$ cat src/rtl/l2_cache_wb.sv
`default_nettype none
// ============================================================================
// Module      : l2_cache_wb
// Description : N-way set-associative, write-back, write-allocate L2 cache
//               with true-LRU replacement. It moves whole blocks to and from
//               the L1 and main memory over flat buses. A dirty victim is
//               written back only when it is evicted. A full-block write
//               miss installs the block without fetching it from memory.
// Ports       : clk, rst_n (async, active low)
//               L1 side : l1_cache_addr, l1_cache_data_in_flat,
//                         l1_cache_read, l1_cache_write,
//                         l1_block_data_out_flat, l1_cache_ready,
//                         l1_cache_hit
//               Memory  : mem_data_block_flat, mem_ready, mem_addr,
//                         mem_data_out_flat, mem_read, mem_write
//               Optional: perf_hit_count, perf_miss_count, perf_wb_count
//                         (present when L2_CACHE_WB_PERF_EN is defined)
// Revision    : 1.0 - initial release
// ============================================================================
module l2_cache_wb #(
  parameter int DATA_WIDTH = 8,
  parameter int ADDR_WIDTH = 8,
  parameter int BLOCK_SIZE = 8,
  parameter int CACHE_SIZE = 64,
  parameter int NUM_WAYS   = 4
) (
  input  logic                                 clk,
  input  logic                                 rst_n,
  input  logic [ADDR_WIDTH-1:0]                l1_cache_addr,
  input  logic [BLOCK_SIZE*DATA_WIDTH-1:0]     l1_cache_data_in_flat,
  input  logic                                 l1_cache_read,
  input  logic                                 l1_cache_write,
  output logic [BLOCK_SIZE*DATA_WIDTH-1:0]     l1_block_data_out_flat,
  output logic                                 l1_cache_ready,
  output logic                                 l1_cache_hit,
  input  logic [BLOCK_SIZE*DATA_WIDTH-1:0]     mem_data_block_flat,
  input  logic                                 mem_ready,
  output logic [ADDR_WIDTH-1:0]                mem_addr,
  output logic [BLOCK_SIZE*DATA_WIDTH-1:0]     mem_data_out_flat,
  output logic                                 mem_read,
  output logic                                 mem_write
`ifdef L2_CACHE_WB_PERF_EN
  ,
  output logic [31:0]                          perf_hit_count,
  output logic [31:0]                          perf_miss_count,
  output logic [31:0]                          perf_wb_count
`endif
);

  localparam int SETS  = CACHE_SIZE / (BLOCK_SIZE * NUM_WAYS);
  localparam int IDX_W = $clog2(SETS);
  localparam int TAG_W = ADDR_WIDTH - IDX_W;
  localparam int WAY_W = $clog2(NUM_WAYS);
  localparam int BW    = BLOCK_SIZE * DATA_WIDTH;

  typedef logic [NUM_WAYS-1:0][WAY_W-1:0] age_vec_t;

  typedef enum logic [2:0] {
    S_IDLE      = 3'd0,
    S_LOOKUP    = 3'd1,
    S_WRITEBACK = 3'd2,
    S_FILL      = 3'd3,
    S_RESPOND   = 3'd4
  } state_t;

  // Line storage
  logic             r_valid [SETS][NUM_WAYS];
  logic             r_dirty [SETS][NUM_WAYS];
  logic [TAG_W-1:0] r_tag   [SETS][NUM_WAYS];
  logic [BW-1:0]    r_data  [SETS][NUM_WAYS];
  age_vec_t         r_age   [SETS];

  // Request context
  state_t             r_state;
  logic [ADDR_WIDTH-1:0] r_addr;
  logic [BW-1:0]      r_wdata;
  logic               r_is_write;
  logic [WAY_W-1:0]   r_way;
  logic               r_hit;
  logic [BW-1:0]      r_resp_data;

  logic [IDX_W-1:0]   w_idx;
  logic [TAG_W-1:0]   w_tag;
  logic               w_hit;
  logic [WAY_W-1:0]   w_hit_way;
  logic               w_has_inv;
  logic [WAY_W-1:0]   w_inv_way;
  logic [WAY_W-1:0]   w_old_way;
  logic [WAY_W-1:0]   w_max_age;
  logic [WAY_W-1:0]   w_victim;
  logic               w_victim_dirty;

  // Line write / LRU touch controls, shared by every install path
  logic               w_wr_en;
  logic [WAY_W-1:0]   w_wr_way;
  logic [BW-1:0]      w_wr_data;
  logic               w_wr_dirty;
  logic               w_touch;
  logic [WAY_W-1:0]   w_touch_way;

  assign w_idx = r_addr[IDX_W-1:0];
  assign w_tag = r_addr[ADDR_WIDTH-1:IDX_W];

  // The touched way becomes youngest; only ways that were younger than it age.
  // Ages therefore remain a permutation of 0..NUM_WAYS-1 within each set.
  function automatic age_vec_t lru_touch(input age_vec_t ages, input logic [WAY_W-1:0] way);
    age_vec_t         nxt;
    logic [WAY_W-1:0] old;
    old = ages[way];
    nxt = ages;
    for (int w = 0; w < NUM_WAYS; w++) begin
      if (WAY_W'(w) == way)
        nxt[w] = '0;
      else if (ages[w] < old)
        nxt[w] = ages[w] + WAY_W'(1);
    end
    return nxt;
  endfunction

  // Tag match and victim selection for the latched request
  always_comb begin
    w_hit     = 1'b0;
    w_hit_way = '0;
    w_has_inv = 1'b0;
    w_inv_way = '0;
    w_old_way = '0;
    w_max_age = '0;
    for (int w = 0; w < NUM_WAYS; w++) begin
      if (!w_hit && r_valid[w_idx][w] && (r_tag[w_idx][w] == w_tag)) begin
        w_hit     = 1'b1;
        w_hit_way = WAY_W'(w);
      end
      if (!w_has_inv && !r_valid[w_idx][w]) begin
        w_has_inv = 1'b1;
        w_inv_way = WAY_W'(w);
      end
      if (r_age[w_idx][w] > w_max_age) begin
        w_max_age = r_age[w_idx][w];
        w_old_way = WAY_W'(w);
      end
    end
    w_victim       = w_has_inv ? w_inv_way : w_old_way;
    w_victim_dirty = r_valid[w_idx][w_victim] && r_dirty[w_idx][w_victim];
  end

  always_comb begin
    w_wr_en     = 1'b0;
    w_wr_way    = r_way;
    w_wr_data   = r_wdata;
    w_wr_dirty  = 1'b1;
    w_touch     = 1'b0;
    w_touch_way = r_way;
    case (r_state)
      S_LOOKUP: begin
        if (w_hit) begin
          w_touch     = 1'b1;
          w_touch_way = w_hit_way;
          w_wr_en     = r_is_write;
          w_wr_way    = w_hit_way;
        end else if (r_is_write && !w_victim_dirty) begin
          w_wr_en     = 1'b1;
          w_wr_way    = w_victim;
          w_touch     = 1'b1;
          w_touch_way = w_victim;
        end
      end
      S_WRITEBACK: begin
        if (mem_ready && r_is_write) begin
          w_wr_en = 1'b1;
          w_touch = 1'b1;
        end
      end
      S_FILL: begin
        if (mem_ready) begin
          w_wr_en    = 1'b1;
          w_wr_data  = mem_data_block_flat;
          w_wr_dirty = 1'b0;
          w_touch    = 1'b1;
        end
      end
      default: ;
    endcase
  end

  // Line arrays; reset discards all contents, dirty data included
  always_ff @(posedge clk or negedge rst_n) begin
    if (!rst_n) begin
      for (int s = 0; s < SETS; s++) begin
        for (int w = 0; w < NUM_WAYS; w++) begin
          r_valid[s][w] <= 1'b0;
          r_dirty[s][w] <= 1'b0;
          r_tag[s][w]   <= '0;
          r_data[s][w]  <= '0;
          r_age[s][w]   <= WAY_W'(w);
        end
      end
    end else begin
      if (w_wr_en) begin
        r_valid[w_idx][w_wr_way] <= 1'b1;
        r_dirty[w_idx][w_wr_way] <= w_wr_dirty;
        r_tag[w_idx][w_wr_way]   <= w_tag;
        r_data[w_idx][w_wr_way]  <= w_wr_data;
      end
      if (w_touch)
        r_age[w_idx] <= lru_touch(r_age[w_idx], w_touch_way);
    end
  end

  // Control FSM with registered outputs
  always_ff @(posedge clk or negedge rst_n) begin
    if (!rst_n) begin
      r_state                <= S_IDLE;
      r_addr                 <= '0;
      r_wdata                <= '0;
      r_is_write             <= 1'b0;
      r_way                  <= '0;
      r_hit                  <= 1'b0;
      r_resp_data            <= '0;
      l1_block_data_out_flat <= '0;
      l1_cache_ready         <= 1'b0;
      l1_cache_hit           <= 1'b0;
      mem_addr               <= '0;
      mem_data_out_flat      <= '0;
      mem_read               <= 1'b0;
      mem_write              <= 1'b0;
    end else begin
      l1_cache_ready <= 1'b0;
      l1_cache_hit   <= 1'b0;
      case (r_state)
        S_IDLE: begin
          if (l1_cache_write || l1_cache_read) begin
            r_addr     <= l1_cache_addr;
            r_wdata    <= l1_cache_data_in_flat;
            r_is_write <= l1_cache_write;
            r_state    <= S_LOOKUP;
          end
        end
        S_LOOKUP: begin
          if (w_hit) begin
            r_hit       <= 1'b1;
            r_way       <= w_hit_way;
            r_resp_data <= r_is_write ? r_wdata : r_data[w_idx][w_hit_way];
            r_state     <= S_RESPOND;
          end else begin
            r_hit <= 1'b0;
            r_way <= w_victim;
            if (w_victim_dirty) begin
              mem_write         <= 1'b1;
              mem_addr          <= {r_tag[w_idx][w_victim], w_idx};
              mem_data_out_flat <= r_data[w_idx][w_victim];
              r_state           <= S_WRITEBACK;
            end else if (!r_is_write) begin
              mem_read <= 1'b1;
              mem_addr <= r_addr;
              r_state  <= S_FILL;
            end else begin
              r_resp_data <= r_wdata;
              r_state     <= S_RESPOND;
            end
          end
        end
        S_WRITEBACK: begin
          if (mem_ready) begin
            mem_write <= 1'b0;
            if (r_is_write) begin
              r_resp_data <= r_wdata;
              r_state     <= S_RESPOND;
            end else begin
              // mem_write drops on this same edge, so the two never overlap
              mem_read <= 1'b1;
              mem_addr <= r_addr;
              r_state  <= S_FILL;
            end
          end
        end
        S_FILL: begin
          if (mem_ready) begin
            mem_read    <= 1'b0;
            r_resp_data <= mem_data_block_flat;
            r_state     <= S_RESPOND;
          end
        end
        S_RESPOND: begin
          l1_cache_ready         <= 1'b1;
          l1_cache_hit           <= r_hit;
          l1_block_data_out_flat <= r_resp_data;
          r_state                <= S_IDLE;
        end
        default: r_state <= S_IDLE;
      endcase
    end
  end

`ifdef L2_CACHE_WB_PERF_EN
  always_ff @(posedge clk or negedge rst_n) begin
    if (!rst_n) begin
      perf_hit_count  <= '0;
      perf_miss_count <= '0;
      perf_wb_count   <= '0;
    end else begin
      if (r_state == S_RESPOND) begin
        if (r_hit && (perf_hit_count != '1))
          perf_hit_count <= perf_hit_count + 32'd1;
        if (!r_hit && (perf_miss_count != '1))
          perf_miss_count <= perf_miss_count + 32'd1;
      end
      if ((r_state == S_WRITEBACK) && mem_ready && (perf_wb_count != '1))
        perf_wb_count <= perf_wb_count + 32'd1;
    end
  end
`endif

endmodule
`default_nettype wire

$ cat config.mk
export PLATFORM = sky130hd
export DESIGN_NAME = l2_cache_wb
export DESIGN_NICKNAME = d
export VERILOG_FILES = /design/src/rtl/l2_cache_wb.sv
export SDC_FILE = /design/constraint.sdc
export NUM_CORES = 2
export LEC_CHECK = 0
export ABC_AREA = 1
export CAP_MARGIN = 40
export CORE_UTILIZATION = 45
export DETAILED_ROUTE_END_ITERATION = 10
export HOLD_SLACK_MARGIN = 0.05
export SETUP_SLACK_MARGIN = 0.15
export SYNTH_ARGS = -nofsm -noshare
export SYNTH_HDL_FRONTEND = slang
export SYNTH_SLANG_ARGS = --single-unit
export TNS_END_PERCENT = 20
$ cat constraint.sdc
create_clock -name clk -period 6.53 [get_ports clk]
set_input_delay 1.306 -clock clk [delete_from_list [all_inputs] [get_ports clk]]
set_output_delay 1.306 -clock clk [all_outputs]
set_load 0.01 [all_outputs]
# Word level (Yosys, flattened, before mapping)
# Cells that the tools add are included.
# word_totals
regBits	883
elab_cells	262
# op_classes
eq_ne	18
n_addsub	4
n_bitwise	6
mux	129
reduce_logical	36
n_lt_le_gt_ge	15
# ops
op	n
$mux 256	4
$mux 64	13
$bwmux 512	1
$bmux 64 s2	2
$demux 256 s1	1
$pmux 64 s3	1
$demux 64 s2	1
$mux 28	4
$mux 8	8
$bwmux 56	1
$mux 2	27
$mux 1	33
$demux 28 s1	1
$eq 7x7->1	4
$mux 4	7
$mux 7	3
$mux 3	6
$bwmux 16	1
$pmux 8 s2	1
$logic_and 1x1->1	15
$bmux 7 s2	1
$demux 7 s2	1
$ne 2x2->1 const B	6
$pmux 3 s4	1
other kinds (37)	65

# Logic depth before layout (Yosys ltp)
# depth
word_depth	32
ltp_mapped	43

# Worst setup path after synthesis
# No wires, ideal clock.
# synth_timing
kind	reg2reg
start	register r_addr[0]
end	register r_tag[43] (netlist bit)
stages_incl_launch_ff	37
setup_ps	131
arrival_ps	4796
required_time_ps	6399
path_buffers	6
synth_period_minus_slack_ps	4928
slack_ps	1602
cell_sequence	dfrtp_1 > buf_6 > buf_4 > buf_4 > clkbuf_1 > o21ai_1 > ha_1 > nor2_1 > nor2_1 > nor2_1 > nor2_1 > a21oi_1 > ha_1 > nand2_1 > nand2_1 > nand2_1 > o21ai_0 > ha_1 > nand2_1 > nand2_1 > nand2_1 > o21ai_4 > nand2_1 > nand3_1 > nand2_2 > nand2_2 > nand2_2 > nand2_1 > nand2_1 > nand3_2 > nand2_4 > nor2_4 > nand2_2 > buf_4 > buf_4 > nand2_1 > o21ai_1
# synth_via
elab_chain_len	32
word_cells_on_any_way	88
classes_between	8 x order compare; 4 x eq/ne; 50 x mux; 3 x bitwise; 23 x reduce/logical
# synth_rtl
element	line_no	source
from (decl)	75	logic [ADDR_WIDTH-1:0] r_addr;
from (signal assigned)	232	r_addr <= l1_cache_addr;
$not 1->2 (implied by the code) *	n/a	
branches (longest 31 deep; another with $gt 2x1->1)	n/a	
to (signal, indexed assignment)	201	r_tag[w_idx][w_wr_way] <= w_tag;
to (decl)	69	logic [TAG_W-1:0] r_tag [SETS][NUM_WAYS];
# Mark *: on every way between the ends. The select of a mux whose other input is x is not followed.
# A chain may end at the register's enable or synchronous reset.

# Worst setup path in the final report
# layout_timing
start	register r_addr[0]
end	register mem_addr[0]
# layout_via
elab_chain_len	22
word_cells_on_any_way	72
classes_between	4 x order compare; 5 x eq/ne; 41 x mux; 2 x bitwise; 20 x reduce/logical
# layout_rtl
element	line_no	source
branches (longest 22 deep; another with $gt 2x1->1)	n/a	
to (signal assigned)	249	mem_addr <= {r_tag[w_idx][w_victim], w_idx};
to (signal assigned)	254	mem_addr <= r_addr;
to (signal assigned)	271	mem_addr <= r_addr;
to (decl)	38	output logic [ADDR_WIDTH-1:0] mem_addr,
# Several ways; the timed one is not identified. The select of a mux whose other input is x is not followed.

==> metrics.yaml <==
worstPathMaxFanout: 50
avgViaCountPerCell: 5.69
hold_buffers: 0
hp-class: "register to register"
timing_hold_violations_final: 0
synth_nets: 5586
setup_ws_ns: 0.858
power_density_nw_per_um2: 642
dr.pass1.iters: 6
ir_worst_vdd_v: 0.000603
reg2regPathDepth: 18
min_from: "r_valid[7]"
synthCells: 5437
cts_tree: "done"
fmax_mhz: 176
power_leakage_nw: 25.4
drt-initial-drc-count: 4162
outcome: "finished, final reports clean"
netlist_area_um2: 43800
clock_skew_ns: 0.0235
rrSetupSlack_ns: 0.86
grt_start_max_net_pins: 174
grt_pass1_vias: 36700
clk_latency_ns: 0.68
wirelength_um: 156000
finalSetupViolations: 0
synth_ff_type: "dfrtp_1"
total_power_w: 0.0328
rows: 114
synth_enable_flop_cells: 0
pre_cts_ws_ns: 0.934
r2r_end: "mem_addr[0]"
drc: 0
rsz0062_at_grt: "no"
tightest_slew_ns: 1.07
drv_slew: 0
timing.final.crit_share_pct: 86.9
grt_usage_pct: 31.5
fin_nets: 5680
gp_congestion: 0.928
start_util_pct: 45.3
cts_resized: 0
start_kind: "register"
vias: 39200
seq_area_frac_synth_pct: 50.5
detail-route-antenna-nets: 0
routedWlPerCell_um: 22.6
die_h_um: 314
avgSynthCellArea_um2: 8.05
endpoint_kind: "register"
clk_path_buf_depth: 3
required_ns: 7.08
worstPathArrival_ns: 6.23
holdWs_ns: 0.463
drive_above_1_share_pct: 6.12
syn_to_final_growth_pct: 16.6
holdPathEnd: "r_valid[7]"
clock_sinks: 883
relSlewSlack_pct: 28.9
core_area_um2: 96600
antenna_cells: 0
antenna_found_initial: 6
fin_crit_ns: 5.67
tns_ns: 0
path_clk_slew_ns: 0.07
yosysUniqueCellTypes: 49
grt_overflow: 0
numPortBuffers: 280
cts-root-buf: "clkbuf_16"
dp_hpwl_um: 98300
cts_setup_buffers: 0
worstSetupPathType: "register to register"
async_flop_share_pct: 100
ys_ff_latch: 883
die-area_um2: 98500
cts_max_level: 3
io_pins: 281
regToRegStartpoint: "r_addr[0]"
die_w_um: 314
cts_made_buffers: 97
grt_pass1_wl_um: 236000
synth_top_area_share_pct: 50.0
synth_area_leaders: "dfrtp_1, nand2_1, o21ai_0, mux2i_1, o21ai_1"
synth_top_area_cell: "dfrtp_1"
yosysWarningCount: 0
hold_depth: 2
cap_violations: 0
-- cell families (layout without fill, tap and decap cells) --
logic type | Yosys count | in the layout | share of synthesized area, %
adder cells (fa/ha/maj) | 8 | 8 | 0.229
multiplexers | 252 | 252 | 5.83
flip-flops | 883 | 883 | 50.5
XOR/XNOR | 1 | 1 | 0.0200
AO/OA/AOI/OAI | 1286 | 1286 | 15.7
AND/OR/NAND/NOR | 2354 | 2354 | 21.5
buffers and inverters | 653 | 820 | 6.30
-- flip-flops by register name, summed over array words and instances (netlist names), 16 cells and up --
name / count
r_resp_data: 64
mem_data_out_flat: 64
l1_block_data_out_flat: 64
r_data: 512
r_age: 16
r_wdata: 64
r_tag: 56
-- power breakdown --
group | leakage [nW] | total, W | switching, W | internal, W
Sequential | 11.0 | 0.00974 | 0.00173 | 0.00801
Clock | 1.54 | 0.00554 | 0.00233 | 0.00321
Combinational | 12.9 | 0.0175 | 0.0116 | 0.00589
-- cells in the mapped netlist (36+ instances only) --
cell,number
a22oi_1,36
mux2i_1,228
nand3_1,313
a21oi_1,209
inv_1,253
nand2_1,1793
o21ai_1,392
a31oi_1,72
buf_1,41
clkbuf_1,266
buf_2,38
o21ai_0,483
dfrtp_1,875
nor2_1,201
-- worst max-delay path, cell delays in order, from the launching register on --
cell,delay (ns)
dfrtp_4,0.67
buf_4,0.71
nand2_1,0.19
nand2_1,0.14
nand2_1,0.07
and3_1,0.21
nand3b_1,0.12
buf_4,0.63
nand2_1,0.23
nor3_4,0.22
buf_4,0.66
inv_2,0.49
nor2_1,0.25
inv_1,0.09
a21oi_1,0.13
buf_4,0.22
o21ai_0,0.22
nand2_1,0.12
o21ai_1,0.07
-- cell usage in the layout, fill, tap and decap left out, types with 27 or more instances in the layout --
cell / netlist / final
nand2_1: 1793 / 1788
dfrtp_1: 875 / 873
o21ai_0: 483 / 483
o21ai_1: 392 / 392
nand3_1: 313 / 312
clkdlybuf4s50_1: 0 / 279
inv_1: 253 / 251
mux2i_1: 228 / 228
a21oi_1: 209 / 209
nor2_1: 201 / 195
clkbuf_16: 0 / 98
a31oi_1: 72 / 72
buf_4: 13 / 59
a22oi_1: 36 / 36
o22ai_1: 33 / 33
buf_12: 0 / 32
o211ai_1: 27 / 27
clkbuf_1: 266 / 27
-- worst max-delay path by stage --
stage,start,endpoint,slack (ns),cells after the start
after global placement,r_addr[0],r_data[192],0.92,22
after CTS,r_addr[0],r_data[192],0.89,29
after detailed placement,r_addr[0],r_data[192],0.93,29
after floorplan,r_addr[0],r_tag[43],1.60,36
after global routing,r_addr[0],r_data[200],0.35,29
final,r_addr[0],mem_addr[0],0.86,18
-- area by class of cell --
type	instances	area (um^2)
tap	1276	1600
clock inverter	28	347
clock buffer	144	2820
fill	9119	45500
inverter	263	993
sequential	883	22100
multi-input combinational	3901	19000
timing repair buffer	385	4160
-- metrics by stage --
step | utilization [%] | instances | area (um^2)
global placement | 49.3 | 6693 | 47600
detailed placement | 49.6 | 6707 | 47900
floorplan | - | 5437 | 43800
global route | 52.9 | 6880 | 51100
finish | 52.9 | 6880 | 51100
CTS | 52.9 | 6879 | 51100
-- metal layers --
metal | global-route usage, % | up-vias | wire length, um | part of all wire [%]
met4 | 6.81 | 4 | 2490 | 1.6
met3 | 7.12 | 166 | 14800 | 9.5
met2 | 45.0 | 1660 | 65100 | 42
li1 | - | 18200 | - | -
met5 | 1.02 | - | 159 | 0.10
met1 | 48.3 | 19100 | 73300 | 47
(Power assumes the default switching activity.)
